[src/rtl/mem_channel_arbiter.sv]
// Shares NUM_CHANNELS memory channels among NUM_CONSUMERS LSU requesters.
// Each channel owns one outstanding read or write, relaying the handshake back to its consumer.
module mem_channel_arbiter #(
  parameter int ADDR_BITS     = 8,
  parameter int DATA_BITS     = 8,
  parameter int NUM_CONSUMERS = 4,
  parameter int NUM_CHANNELS  = 1
) (
  input  logic                               clk,
  input  logic                               reset,
  input  logic [NUM_CONSUMERS-1:0]           consumer_read_valid,
  input  logic [NUM_CONSUMERS*ADDR_BITS-1:0] consumer_read_address,
  output logic [NUM_CONSUMERS-1:0]           consumer_read_ready,
  output logic [NUM_CONSUMERS*DATA_BITS-1:0] consumer_read_data,
  input  logic [NUM_CONSUMERS-1:0]           consumer_write_valid,
  input  logic [NUM_CONSUMERS*ADDR_BITS-1:0] consumer_write_address,
  input  logic [NUM_CONSUMERS*DATA_BITS-1:0] consumer_write_data,
  output logic [NUM_CONSUMERS-1:0]           consumer_write_ready,
  output logic [NUM_CHANNELS-1:0]            mem_read_valid,
  output logic [NUM_CHANNELS*ADDR_BITS-1:0]  mem_read_address,
  input  logic [NUM_CHANNELS-1:0]            mem_read_ready,
  input  logic [NUM_CHANNELS*DATA_BITS-1:0]  mem_read_data,
  output logic [NUM_CHANNELS-1:0]            mem_write_valid,
  output logic [NUM_CHANNELS*ADDR_BITS-1:0]  mem_write_address,
  output logic [NUM_CHANNELS*DATA_BITS-1:0]  mem_write_data,
  input  logic [NUM_CHANNELS-1:0]            mem_write_ready
);

  localparam int IW = (NUM_CONSUMERS > 1) ? $clog2(NUM_CONSUMERS) : 1;

  typedef enum logic [1:0] {IDLE, READ_WAIT, WRITE_WAIT, RELAY} state_e;

  state_e               state_q [NUM_CHANNELS];
  state_e               state_d [NUM_CHANNELS];
  logic [IW-1:0]        cons_q  [NUM_CHANNELS];
  logic [IW-1:0]        cons_d  [NUM_CHANNELS];
  logic [IW-1:0]        ptr_q   [NUM_CHANNELS];
  logic [IW-1:0]        ptr_d   [NUM_CHANNELS];
  logic                 is_wr_q [NUM_CHANNELS];
  logic                 is_wr_d [NUM_CHANNELS];
  logic [ADDR_BITS-1:0] addr_q  [NUM_CHANNELS];
  logic [ADDR_BITS-1:0] addr_d  [NUM_CHANNELS];
  logic [DATA_BITS-1:0] data_q  [NUM_CHANNELS];
  logic [DATA_BITS-1:0] data_d  [NUM_CHANNELS];
  logic [DATA_BITS-1:0] rdata_q [NUM_CONSUMERS];
  logic [DATA_BITS-1:0] rdata_d [NUM_CONSUMERS];

  logic [NUM_CONSUMERS-1:0] claimed;
  logic [NUM_CONSUMERS-1:0] taken;
  logic                     found;
  int unsigned              k;

  always_comb begin
    state_d = state_q;
    cons_d  = cons_q;
    ptr_d   = ptr_q;
    is_wr_d = is_wr_q;
    addr_d  = addr_q;
    data_d  = data_q;
    rdata_d = rdata_q;
    claimed = '0;
    found   = 1'b0;
    k       = 0;
    for (int unsigned c = 0; c < NUM_CHANNELS; c++) begin
      if (state_q[c] != IDLE) claimed[cons_q[c]] = 1'b1;
    end
    // Lower channels grant first; taken marks consumers already picked this cycle.
    taken = claimed;
    for (int unsigned c = 0; c < NUM_CHANNELS; c++) begin
      found = 1'b0;
      unique case (state_q[c])
        IDLE: begin
          for (int unsigned off = 0; off < NUM_CONSUMERS; off++) begin
            k = (int'(ptr_q[c]) + off) % NUM_CONSUMERS;
            if (!found && !taken[k] && (consumer_read_valid[k] || consumer_write_valid[k])) begin
              found      = 1'b1;
              taken[k]   = 1'b1;
              cons_d[c]  = IW'(k);
              ptr_d[c]   = IW'((k + 1) % NUM_CONSUMERS);
              is_wr_d[c] = !consumer_read_valid[k];
              addr_d[c]  = consumer_read_valid[k] ? consumer_read_address[k*ADDR_BITS +: ADDR_BITS]
                                                  : consumer_write_address[k*ADDR_BITS +: ADDR_BITS];
              data_d[c]  = consumer_write_data[k*DATA_BITS +: DATA_BITS];
              state_d[c] = consumer_read_valid[k] ? READ_WAIT : WRITE_WAIT;
            end
          end
        end
        READ_WAIT: begin
          if (mem_read_ready[c]) begin
            rdata_d[cons_q[c]] = mem_read_data[c*DATA_BITS +: DATA_BITS];
            state_d[c]         = RELAY;
          end
        end
        WRITE_WAIT: begin
          if (mem_write_ready[c]) state_d[c] = RELAY;
        end
        RELAY: begin
          if (is_wr_q[c] ? !consumer_write_valid[cons_q[c]] : !consumer_read_valid[cons_q[c]])
            state_d[c] = IDLE;
        end
        default: state_d[c] = IDLE;
      endcase
    end
  end

  always_comb begin
    consumer_read_ready  = '0;
    consumer_write_ready = '0;
    for (int unsigned c = 0; c < NUM_CHANNELS; c++) begin
      mem_read_valid[c]                                = (state_q[c] == READ_WAIT);
      mem_write_valid[c]                               = (state_q[c] == WRITE_WAIT);
      mem_read_address[c*ADDR_BITS +: ADDR_BITS]       = addr_q[c];
      mem_write_address[c*ADDR_BITS +: ADDR_BITS]      = addr_q[c];
      mem_write_data[c*DATA_BITS +: DATA_BITS]         = data_q[c];
      if (state_q[c] == RELAY) begin
        if (is_wr_q[c]) consumer_write_ready[cons_q[c]] = 1'b1;
        else            consumer_read_ready[cons_q[c]]  = 1'b1;
      end
    end
    for (int unsigned i = 0; i < NUM_CONSUMERS; i++) begin
      consumer_read_data[i*DATA_BITS +: DATA_BITS] = rdata_q[i];
    end
  end

  always_ff @(posedge clk or negedge reset) begin
    if (!reset) begin
      for (int unsigned c = 0; c < NUM_CHANNELS; c++) begin
        state_q[c] <= IDLE;
        cons_q[c]  <= '0;
        ptr_q[c]   <= '0;
        is_wr_q[c] <= 1'b0;
        addr_q[c]  <= '0;
        data_q[c]  <= '0;
      end
      for (int unsigned i = 0; i < NUM_CONSUMERS; i++) rdata_q[i] <= '0;
    end else begin
      state_q <= state_d;
      cons_q  <= cons_d;
      ptr_q   <= ptr_d;
      is_wr_q <= is_wr_d;
      addr_q  <= addr_d;
      data_q  <= data_d;
      rdata_q <= rdata_d;
    end
  end

endmodule

[config.mk]
export PLATFORM = sky130hd
export DESIGN_NAME = mem_channel_arbiter
export DESIGN_NICKNAME = d
export VERILOG_FILES = /design/src/rtl/mem_channel_arbiter.sv
export SDC_FILE = /design/constraint.sdc
export NUM_CORES = 1
export LEC_CHECK = 0
export ABC_AREA = 1
export CAP_MARGIN = 40
export CELL_PAD_IN_SITES_DETAIL_PLACEMENT = 1
export CELL_PAD_IN_SITES_GLOBAL_PLACEMENT = 1
export CORE_MARGIN = 3
export CORE_UTILIZATION = 33
export CTS_BUF_LIST = sky130_fd_sc_hd__clkbuf_8
export CTS_CLUSTER_SIZE = 25
export DETAILED_ROUTE_END_ITERATION = 7
export PLACE_DENSITY = 0.84
export SLEW_MARGIN = 20
export SYNTH_ARGS = -nofsm -noshare
export SYNTH_HDL_FRONTEND = slang
export SYNTH_SLANG_ARGS = --single-unit
export TNS_END_PERCENT = 20
[constraint.sdc]
create_clock -name clk -period 5 [get_ports clk]
set_input_delay 0.5 -clock clk [delete_from_list [all_inputs] [get_ports clk]]
set_output_delay 0.5 -clock clk [all_outputs]
set_load 0.03 [all_outputs]
==> results of run 1 <==
==> flip-flops by register name, indices dropped and copies added, names as in the netlist <==
register,count
consumer_read_data,32
mem_read_address,8
mem_write_data,8
cons_q,2
ptr_q,2
state_q,2
is_wr_q,1
==> logic make-up after synthesis <==
logic type / share of synthesized area
simple gates: 0.358
compound gates: 0.267
buf+inv: 0.117
flops: 0.237
fa+ha+maj: 0.0194
mux: 0.00172
==> layer usage <==
| layer | GRT usage | vias to the layer above | wire length (um) |
|---|---|---|---|
| met5 | 0 | - | 0 |
| met3 | 0.0269 | 27 | 1330 |
| met4 | 0.0458 | 0 | 359 |
| li1 | - | 3504 | - |
| met1 | 0.322 | 3553 | 10600 |
| met2 | 0.418 | 256 | 11600 |
==> worst max-delay path: cells and delay by family, from the launching register on <==
family          cells  cell delay [ps]
simple gates       15             2130
buf+inv             4              930
fa+ha+maj           1              520
flops               1              340
compound gates      2              240
==> how the worst max path moves through the flow <==
stage,startpoint,end,slack (ps),depth (start not counted)
2_1_floorplan,ptr_q[1],mem_write_data[5],1240,21
3_3_place_gp,ptr_q[1],ptr_q[0],860,22
3_5_place_dp,ptr_q[1],ptr_q[0],690,22
6_report,ptr_q[1],ptr_q[0],690,22
4_1_cts,ptr_q[1],ptr_q[0],660,22
5_1_grt,ptr_q[1],ptr_q[0],280,22
==> final cells by class <==
cell class              instances  share of cell area
clock buffers                   5             0.00882
clock inverters                 3             0.00257
inverters                      89              0.0431
multi-input cells             754               0.481
flip-flops and latches         55               0.176
well taps                     220              0.0353
repair buffers                199               0.252
==> metrics by stage <==
stage                     instances  hold WS (ps)
after detailed placement       1317           470
after floorplan                 965           204
after CTS                      1325           334
after global placement         1314           461
final                          1325           313
after global routing           1325           345
==> placed cells by master, fill, tap and decap left out, types with 4 or more instances in the layout <==
cell type / count
a21oi_1: 68
buf_4: 16
clkbuf_8: 5
clkdlybuf4s50_1: 180
dfrtp_1: 55
ha_1: 9
inv_1: 81
inv_2: 6
nand2_1: 278
nand2_2: 10
nand2_4: 4
nand3_1: 81
nand3_2: 7
nand4_1: 12
nor2_1: 68
nor2_2: 4
o2111ai_1: 8
o211ai_1: 33
o21a_1: 8
o21ai_0: 122
o21ai_1: 8
o22ai_1: 9
o31ai_1: 8
==> metrics.log, run 1 <==
[metrics] ys flop type: dfrtp_1
[metrics] largest net degree at the start of global routing: 56
[metrics] number of distinct library cells after synthesis: 42
[metrics] effective utilization at floorplan: 0.343
[metrics] total negative slack: 0 ps
[metrics] first-pass GRT wire length: 38.6 mm
[metrics] count of final max-slew check failures: 0
[metrics] area occupied by multi-input gates: 3760 um2
[metrics] via count of the first global-routing pass: 7351
[metrics] Highest Clock Rate: 232 MHz
[metrics] Worst R2R Path Depth: 22
[metrics] setup-violating endpoint count in the final report: 0
[metrics] Critical-path top delay cell: ha_1
[metrics] Max transition margin: 0.526
[metrics] final instance area: 7800 um2
[metrics] Reg-to-Reg Start: ptr_q[1]
[metrics] Initial DRC Count: 346
[metrics] RSZ-0062 raised after global routing: no
[metrics] post-layout min period: 4310 ps
[metrics] CP Launch Type: register
[metrics] first-pass iteration count of the detailed router: 5
[metrics] Die Wd: 139 um
[metrics] vias per inst: 5.54
[metrics] max incr delay on CP: 520 ps
[metrics] number of synthesized flops with an enable pin: 0
[metrics] clock buffer depth: 2
[metrics] smallest setup slack after layout: 694 ps
[metrics] number of max-cap violations: 0
[metrics] number of buffers inserted by hold repair at cts: 0
[metrics] number of CTS-inserted buffers: 5
[metrics] area fraction of the dominant cell type after synthesis: 0.237
[metrics] IO Pins: 182
[metrics] clock slew at the register clock pins of the worst setup and hold paths: 100 ps
[metrics] capturing element type of the critical path: register
[metrics] placer's final routability congestion estimate: 0.886
[metrics] final HPWL from detailed placement: 17.8 mm
[metrics] startpoint-to-endpoint class of the critical path: register to register
[metrics] Antenna Cells: 0
[metrics] post_cts resized: 0
[metrics] cell with the most instances after synthesis: nand2_1
[metrics] average detailed-routed wire length per instance: 18.0 um
[metrics] synthesized netlist net count: 1090
[metrics] Seq cells post-synth: 55
[metrics] share of layout cells above drive strength 1: 0.0579
[metrics] commonest cells in the synthesized netlist: 278 x nand2_1, 122 x o21ai_0, 81 x nand3_1
[metrics] number of clock sinks: 55
[metrics] cell accounting for the most synthesized area: dfrtp_1
[metrics] net count reported at finish: 1229
[metrics] average cell area after synthesis: 6.02 um2
[metrics] Core ar.: 16900 um2
[metrics] post-route antenna net violation count: 0
[metrics] most numerous cell on the critical path: nand2_2
[metrics] cells taking the most area after synthesis: dfrtp_1 24%, nand2_1 18%, o21ai_0 11%
[metrics] total DRC errors in the routed layout: 0
[metrics] total number of H-tree levels: 2
[metrics] signal arrival time at the worst endpoint: 4510 ps
[metrics] WP data required: 5210 ps
[metrics] std cell rows: 47
[metrics] CTS tree: built
[metrics] transition time of the tightest slew-check pin: 710 ps
[metrics] global-route usage over all layers: 0.239
[metrics] path category of the worst min-delay check: primary input to async pin
[metrics] warning count from the yosys run: 0
[metrics] overall die area: 19200 um2
[metrics] number of cells produced by synthesis: 965
[metrics] antenna violations before repair: 0
[metrics] clock latency at the later pin of the worst-skew pair: 310 ps
[metrics] total wire length after detailed routing: 23.9 mm
[metrics] number of port buffers: 181
[metrics] run status: completed
[metrics] Critical R2R Capture: ptr_q[0]
[metrics] part of the Yosys area used for sequential elements: 0.237
[metrics] total global routing overflow: 0
[metrics] # Post-CTS Setup Buffers: 0
[metrics] ys async rst share: 1.00
[metrics] count of vias placed by the detailed router: 7340
[metrics] synthesized area: 5810 um2
[metrics] Seq. cell area: 1380 um2
[metrics] Layout Skew: 10.4 ps
[metrics] largest driver fanout on the critical path: 26
[metrics] hold violation total from the final report: 0
[metrics] Clock Tree Root: clkbuf_8
[metrics] worst-path cell chain: buf_4 -> inv_2 -> ha_1 -> inv_1 -> nand2_1 -> nand2_2 -> nand3_1 -> nand3_2 -> a21oi_4 -> nand2_2 -> nand2_1 -> nor2_2 -> nand3_4 -> nand2_4 -> nor2_8 -> nand2_4 -> nand2_2 -> nand2_2 -> inv_2 -> nand3_1 -> nand2_1 -> o21ai_1
[metrics] Tcrit/Tclk final: 0.861
[metrics] core utilization of the finished layout: 0.461
[metrics] filler instances: 2266
[metrics] worst reg2reg setup slack: 690 ps
[metrics] height of the die: 139 um
[metrics] area overhead of the layout relative to synthesis: 34.3%
[metrics] worst setup slack after placement: 692 ps
[metrics] placement-stage cell area: 7710 um2
Power of run 1 is left out: the tool's default activity adds up to more than one toggle a clock period on the data nets, which glitch-free logic cannot reach.
==> inputs of run 2 (changes only) <==
Settings changed: SKIP_LAST_GASP set to 1.
==> results of run 2 <==
The final DEF is identical to that of run 1; final timing and power are the same.
Power of run 2 is left out for the same reason.
==> inputs of run 3 (changes only) <==
Settings changed: CORE_MARGIN 3 to 5.
==> run 3 against run 2 <==
Sequential share of layout area about the same. Non-clock buffer count did not move. Die area grew 5.9%. Clock skew is 2.4 ps higher. Via count increased by 0.89%. Critical path depth up 2. Critical path type unchanged.
==> metrics.log, run 3 (same netlist as run 1, synthesis figures left out) <==
[metrics] run status: completed
[metrics] WP data required: 5250 ps
[metrics] height of the die: 143 um
[metrics] post-route antenna net violation count: 0
[metrics] Critical-path top delay cell: dfrtp_1
[metrics] post-route non-filler standard cell count: 1330
[metrics] Clock Tree Root: clkbuf_8
[metrics] total wire length after detailed routing: 24.4 mm
[metrics] CTS tree: built
[metrics] Core ar.: 17300 um2
[metrics] vias per inst: 5.57
[metrics] first-pass GRT wire length: 38.2 mm
[metrics] share of layout cells above drive strength 1: 0.0588
[metrics] Layout Skew: 12.8 ps
[metrics] first-pass iteration count of the detailed router: 5
[metrics] clock slew at the register clock pins of the worst setup and hold paths: 110 ps
[metrics] via count of the first global-routing pass: 7322
[metrics] signal arrival time at the worst endpoint: 4520 ps
[metrics] area overhead of the layout relative to synthesis: 34.4%
[metrics] largest net degree at the start of global routing: 56
[metrics] Post-Route Hold Slack: 304 ps
[metrics] transition time of the tightest slew-check pin: 803 ps
[metrics] Max transition margin: 0.464
[metrics] setup-violating endpoint count in the final report: 0
[metrics] commonest non-fill, non-tap cell in the layout: nand2_1
[metrics] total negative slack: 0 ps
[metrics] hold violation total from the final report: 0
[metrics] Largest register FFs: 32
[metrics] Initial DRC Count: 395
[metrics] area occupied by multi-input gates: 3760 um2
[metrics] worst-path cell chain: inv_4 -> buf_4 -> nand2_1 -> nand3_2 -> nand2_4 -> nand2_2 -> nand4_1 -> nand2_1 -> nand2_1 -> nand2_1 -> inv_2 -> nand2_2 -> nand2_1 -> nor2_2 -> nand3_4 -> nand2_4 -> nor2_8 -> nand2_4 -> nand2_2 -> nand2_2 -> inv_2 -> nand3_1 -> nand2_1 -> o21ai_1
[metrics] IO Pins: 182
[metrics] largest driver fanout on the critical path: 43
[metrics] post-layout min period: 4270 ps
[metrics] capturing element type of the critical path: register
[metrics] path category of the worst min-delay check: primary input to async pin
[metrics] clock latency at the later pin of the worst-skew pair: 320 ps
[metrics] number of port buffers: 181
[metrics] final HPWL from detailed placement: 18.3 mm
[metrics] DP Cell Count: 1322
[metrics] number of CTS-inserted buffers: 5
[metrics] CP Launch Type: register
[metrics] total DRC errors in the routed layout: 0
[metrics] number of max-cap violations: 0
[metrics] total global routing overflow: 0
[metrics] filler instances: 2333
[metrics] Seq. cell area: 1380 um2
[metrics] Tcrit/Tclk final: 0.854
[metrics] cell family with the largest share of critical-path delay: simple AND/OR/NAND/NOR gates
[metrics] RSZ-0062 raised after global routing: no
[metrics] Die Wd: 143 um
[metrics] global-route usage over all layers: 0.229
[metrics] max incr delay on CP: 430 ps
[metrics] placer's final routability congestion estimate: 0.885
[metrics] count of vias placed by the detailed router: 7405
[metrics] clock buffer depth: 2
[metrics] # Post-CTS Setup Buffers: 0
[metrics] std cell rows: 48
[metrics] number of clock sinks: 55
[metrics] Highest Clock Rate: 234 MHz
[metrics] number of buffers and inverters on the critical path: 4
[metrics] total number of H-tree levels: 2
[metrics] average detailed-routed wire length per instance: 18.3 um
[metrics] startpoint-to-endpoint class of the critical path: register to register
[metrics] effective utilization at floorplan: 0.336
[metrics] net count reported at finish: 1229
[metrics] Antenna Cells: 0
[metrics] antenna violations before repair: 0
[metrics] number of buffers inserted by hold repair at cts: 0
[metrics] count of final max-slew check failures: 0
[metrics] post_cts resized: 0
[metrics] overall die area: 20400 um2
[metrics] most used cells in the layout excluding fill and tap cells: 278 x nand2_1, 180 x clkdlybuf4s50_1, 122 x o21ai_0
[metrics] most numerous cell on the critical path: nand2_1
==> run 3: changes by cell type in the layout (fill, tap and decap cells not counted), sizes merged <==
cell	delta
inv	-1
clkinv	+1
==> run 3: stage by stage <==
step	util	setup slack (ps)	area, um2
floorplan	-	1240	5810
global placement	0.444	905	7680
detailed placement	0.446	770	7710
CTS	0.451	773	7810
global route	0.451	353	7810
finish	0.451	731	7810
==> run 3: layer usage <==
metal / vias up / GRT usage / routed length, um
met1: 3583 / 0.314 / 10800
met2: 279 / 0.386 / 11600
li1: 3503 / - / -
met3: 40 / 0.0268 / 1560
met4: 0 / 0.0520 / 488
met5: - / 0 / 0
==> run 3: worst paths after layout <==
check | start | cells past startpoint | slack [ps] | to
worst max-delay path | ptr_q[0] | 24 | 730 | ptr_q[0]
worst min-delay path | reset | 2 | 300 | consumer_read_data[13]
worst max register to register | ptr_q[0] | 24 | 730 | ptr_q[0]
worst min register to register | consumer_read_data[8] | 2 | 500 | consumer_read_data[8]
max in group asynchronous | reset | 2 | 4230 | ptr_q[1]
min in group clk | consumer_read_data[8] | 2 | 500 | consumer_read_data[8]
==> run 3: final cells by class <==
class	count	share of cell area
repair buffers	199	0.251
well taps	225	0.0361
inverters	89	0.0431
flip-flops and latches	55	0.176
clock buffers	5	0.00881
clock inverters	3	0.00353
multi-input cells	754	0.481
Power of run 3 is left out for the same reason.
==> edit: new RTL, settings of run 2 <==
Set the parameter `DATA_BITS` to 10 (it was 8).
--- a/src/rtl/mem_channel_arbiter.sv
+++ b/src/rtl/mem_channel_arbiter.sv
@@ -4,3 +4,3 @@
   parameter int ADDR_BITS     = 8,
-  parameter int DATA_BITS     = 8,
+  parameter int DATA_BITS     = 10,
   parameter int NUM_CONSUMERS = 4,
Ports: changed (resized consumer_read_data, consumer_write_data, mem_read_data and mem_write_data); port bits go from 182 to 202. The function was not compared with the original's and may differ.
==> edit against run 2 <==
Highest routed layer unchanged; final cell count grew 5.9%; worst setup slack lost 0.17 ns; count of clock-buffer cells in the layout grew 5; wire length grew 9.7%; area after synthesis grew 6.9%; critical path type unchanged; design area grew 9.7%; critical path depth shrank 1; sequential cell count grew 10; first-iteration DRC count grew 28%; largest cell class unchanged; critical endpoint unchanged.
Power is left out: the tool's default activity adds up to more than one toggle a clock period on the data nets, which glitch-free logic cannot reach.
==> edit: results (changes against run 2) <==
- Outcome: complete, no violations (unchanged)
- Layout Nets: 1,304 (was 1,229)
- H-tree depth: 3 (was 2)
- Top post-synthesis cells by area: dfrtp_1, nand2_1, o21ai_0, nand3_1, a21oi_1 (unchanged)
- Detailed-route wire length: 26,200 um (was 23,900 um)
- Global Route met3 Usage: 3.58% (was 2.69%)
- Post-Place Setup Slack: 0.599 ns (was 0.692 ns)
- Worst-path clk slew: 0.08 ns (was 0.10 ns)
- Syn_area_per_cell: 6.15 um^2 (was 6.02 um^2)
- Initial DRC count: 442 (was 346)
- R2R Setup Slk: 0.53 ns (was 0.69 ns)
- GRT Overall Usage: 25.1% (was 23.9%)
- Met1 usage: 33.8% (was 32.2%)
- Max reg flops: 40 (was 32)
- Share of layout cells above drive strength 1: 5.79% (about the same)
- Initial antenna violation count: 0 (unchanged)
- Worst-skew pair later-pin latency: 0.35 ns (was 0.31 ns)
- First-pass GRT wire length: 41,800 um (was 38,600 um)
- Final setup skew: 0.0108 ns (was 0.0104 ns)
- Dpl hpwl: 19,000 um (was 17,800 um)
- Synth top cells by count: nand2_1, o21ai_0, inv_1 (was nand2_1, o21ai_0, nand3_1)
- Critical path data arrival time: 4.75 ns (was 4.51 ns)
- Final hold slack: 0.0382 ns (was 0.313 ns)
- Vias in the first global route: 8,033 (was 7,351)
- Fill cells: 2,400 (was 2,266)
- Via count: 7,884 (was 7,340)
- Final Wtd Congestion: 0.875 (was 0.886)
- FF+latch area: 1630 um^2 (was 1380 um^2)
- Post-Synth Adder-Cell Area: 1.81% (was 1.94%)
- Rel. slew slack: 55.7% (was 52.6%)
- Dpl cell area: 8310 um^2 (was 7710 um^2)
- Crit Reg-Reg Startpoint: ptr_q[0] (was ptr_q[1])
- Worst r2r path cells: 21 (was 22)
- Compound-gate portion of the synthesized area: 27.0% (was 26.7%)
- Syn Nets: 1,145 (was 1,090)
- Sequential share of the synthesized area: 26.2% (was 23.7%)
- Mux contribution to synthesized area: 0% (was 0.172%)
- Post-route insts no fill: 1,403 (was 1,325)
- M2 GR Usage: 42.1% (was 41.8%)
==> edit: area by class of cell <==
type	instances	share of cell area [%]
flip-flops and latches	65	19.0
clock buffers	10	1.61
well taps	229	3.35
repair buffers	220	25.5
clock inverters	6	1.05
multi-input cells	773	45.1
inverters	100	4.41
==> edit: worst max path at each step <==
stage          cells past startpoint  slack [ns]                    from                 to
3_3_place_gp                      24        0.84  consumer_read_valid[3]           ptr_q[0]
6_report                          21        0.53                ptr_q[0]           ptr_q[0]
4_1_cts                           21        0.53                ptr_q[0]           ptr_q[0]
3_5_place_dp                      21        0.60                ptr_q[0]           ptr_q[0]
5_1_grt                           21        0.08                ptr_q[0]           ptr_q[0]
2_1_floorplan                     20        1.11                ptr_q[1]  mem_write_data[8]
==> edit: metal layers <==
metal  part of all wire, %  up-vias
li1                      -     3700
met1                    44     3868
met5                     0        -
met2                    48      269
met3                   5.8       47
met4                   2.1        0
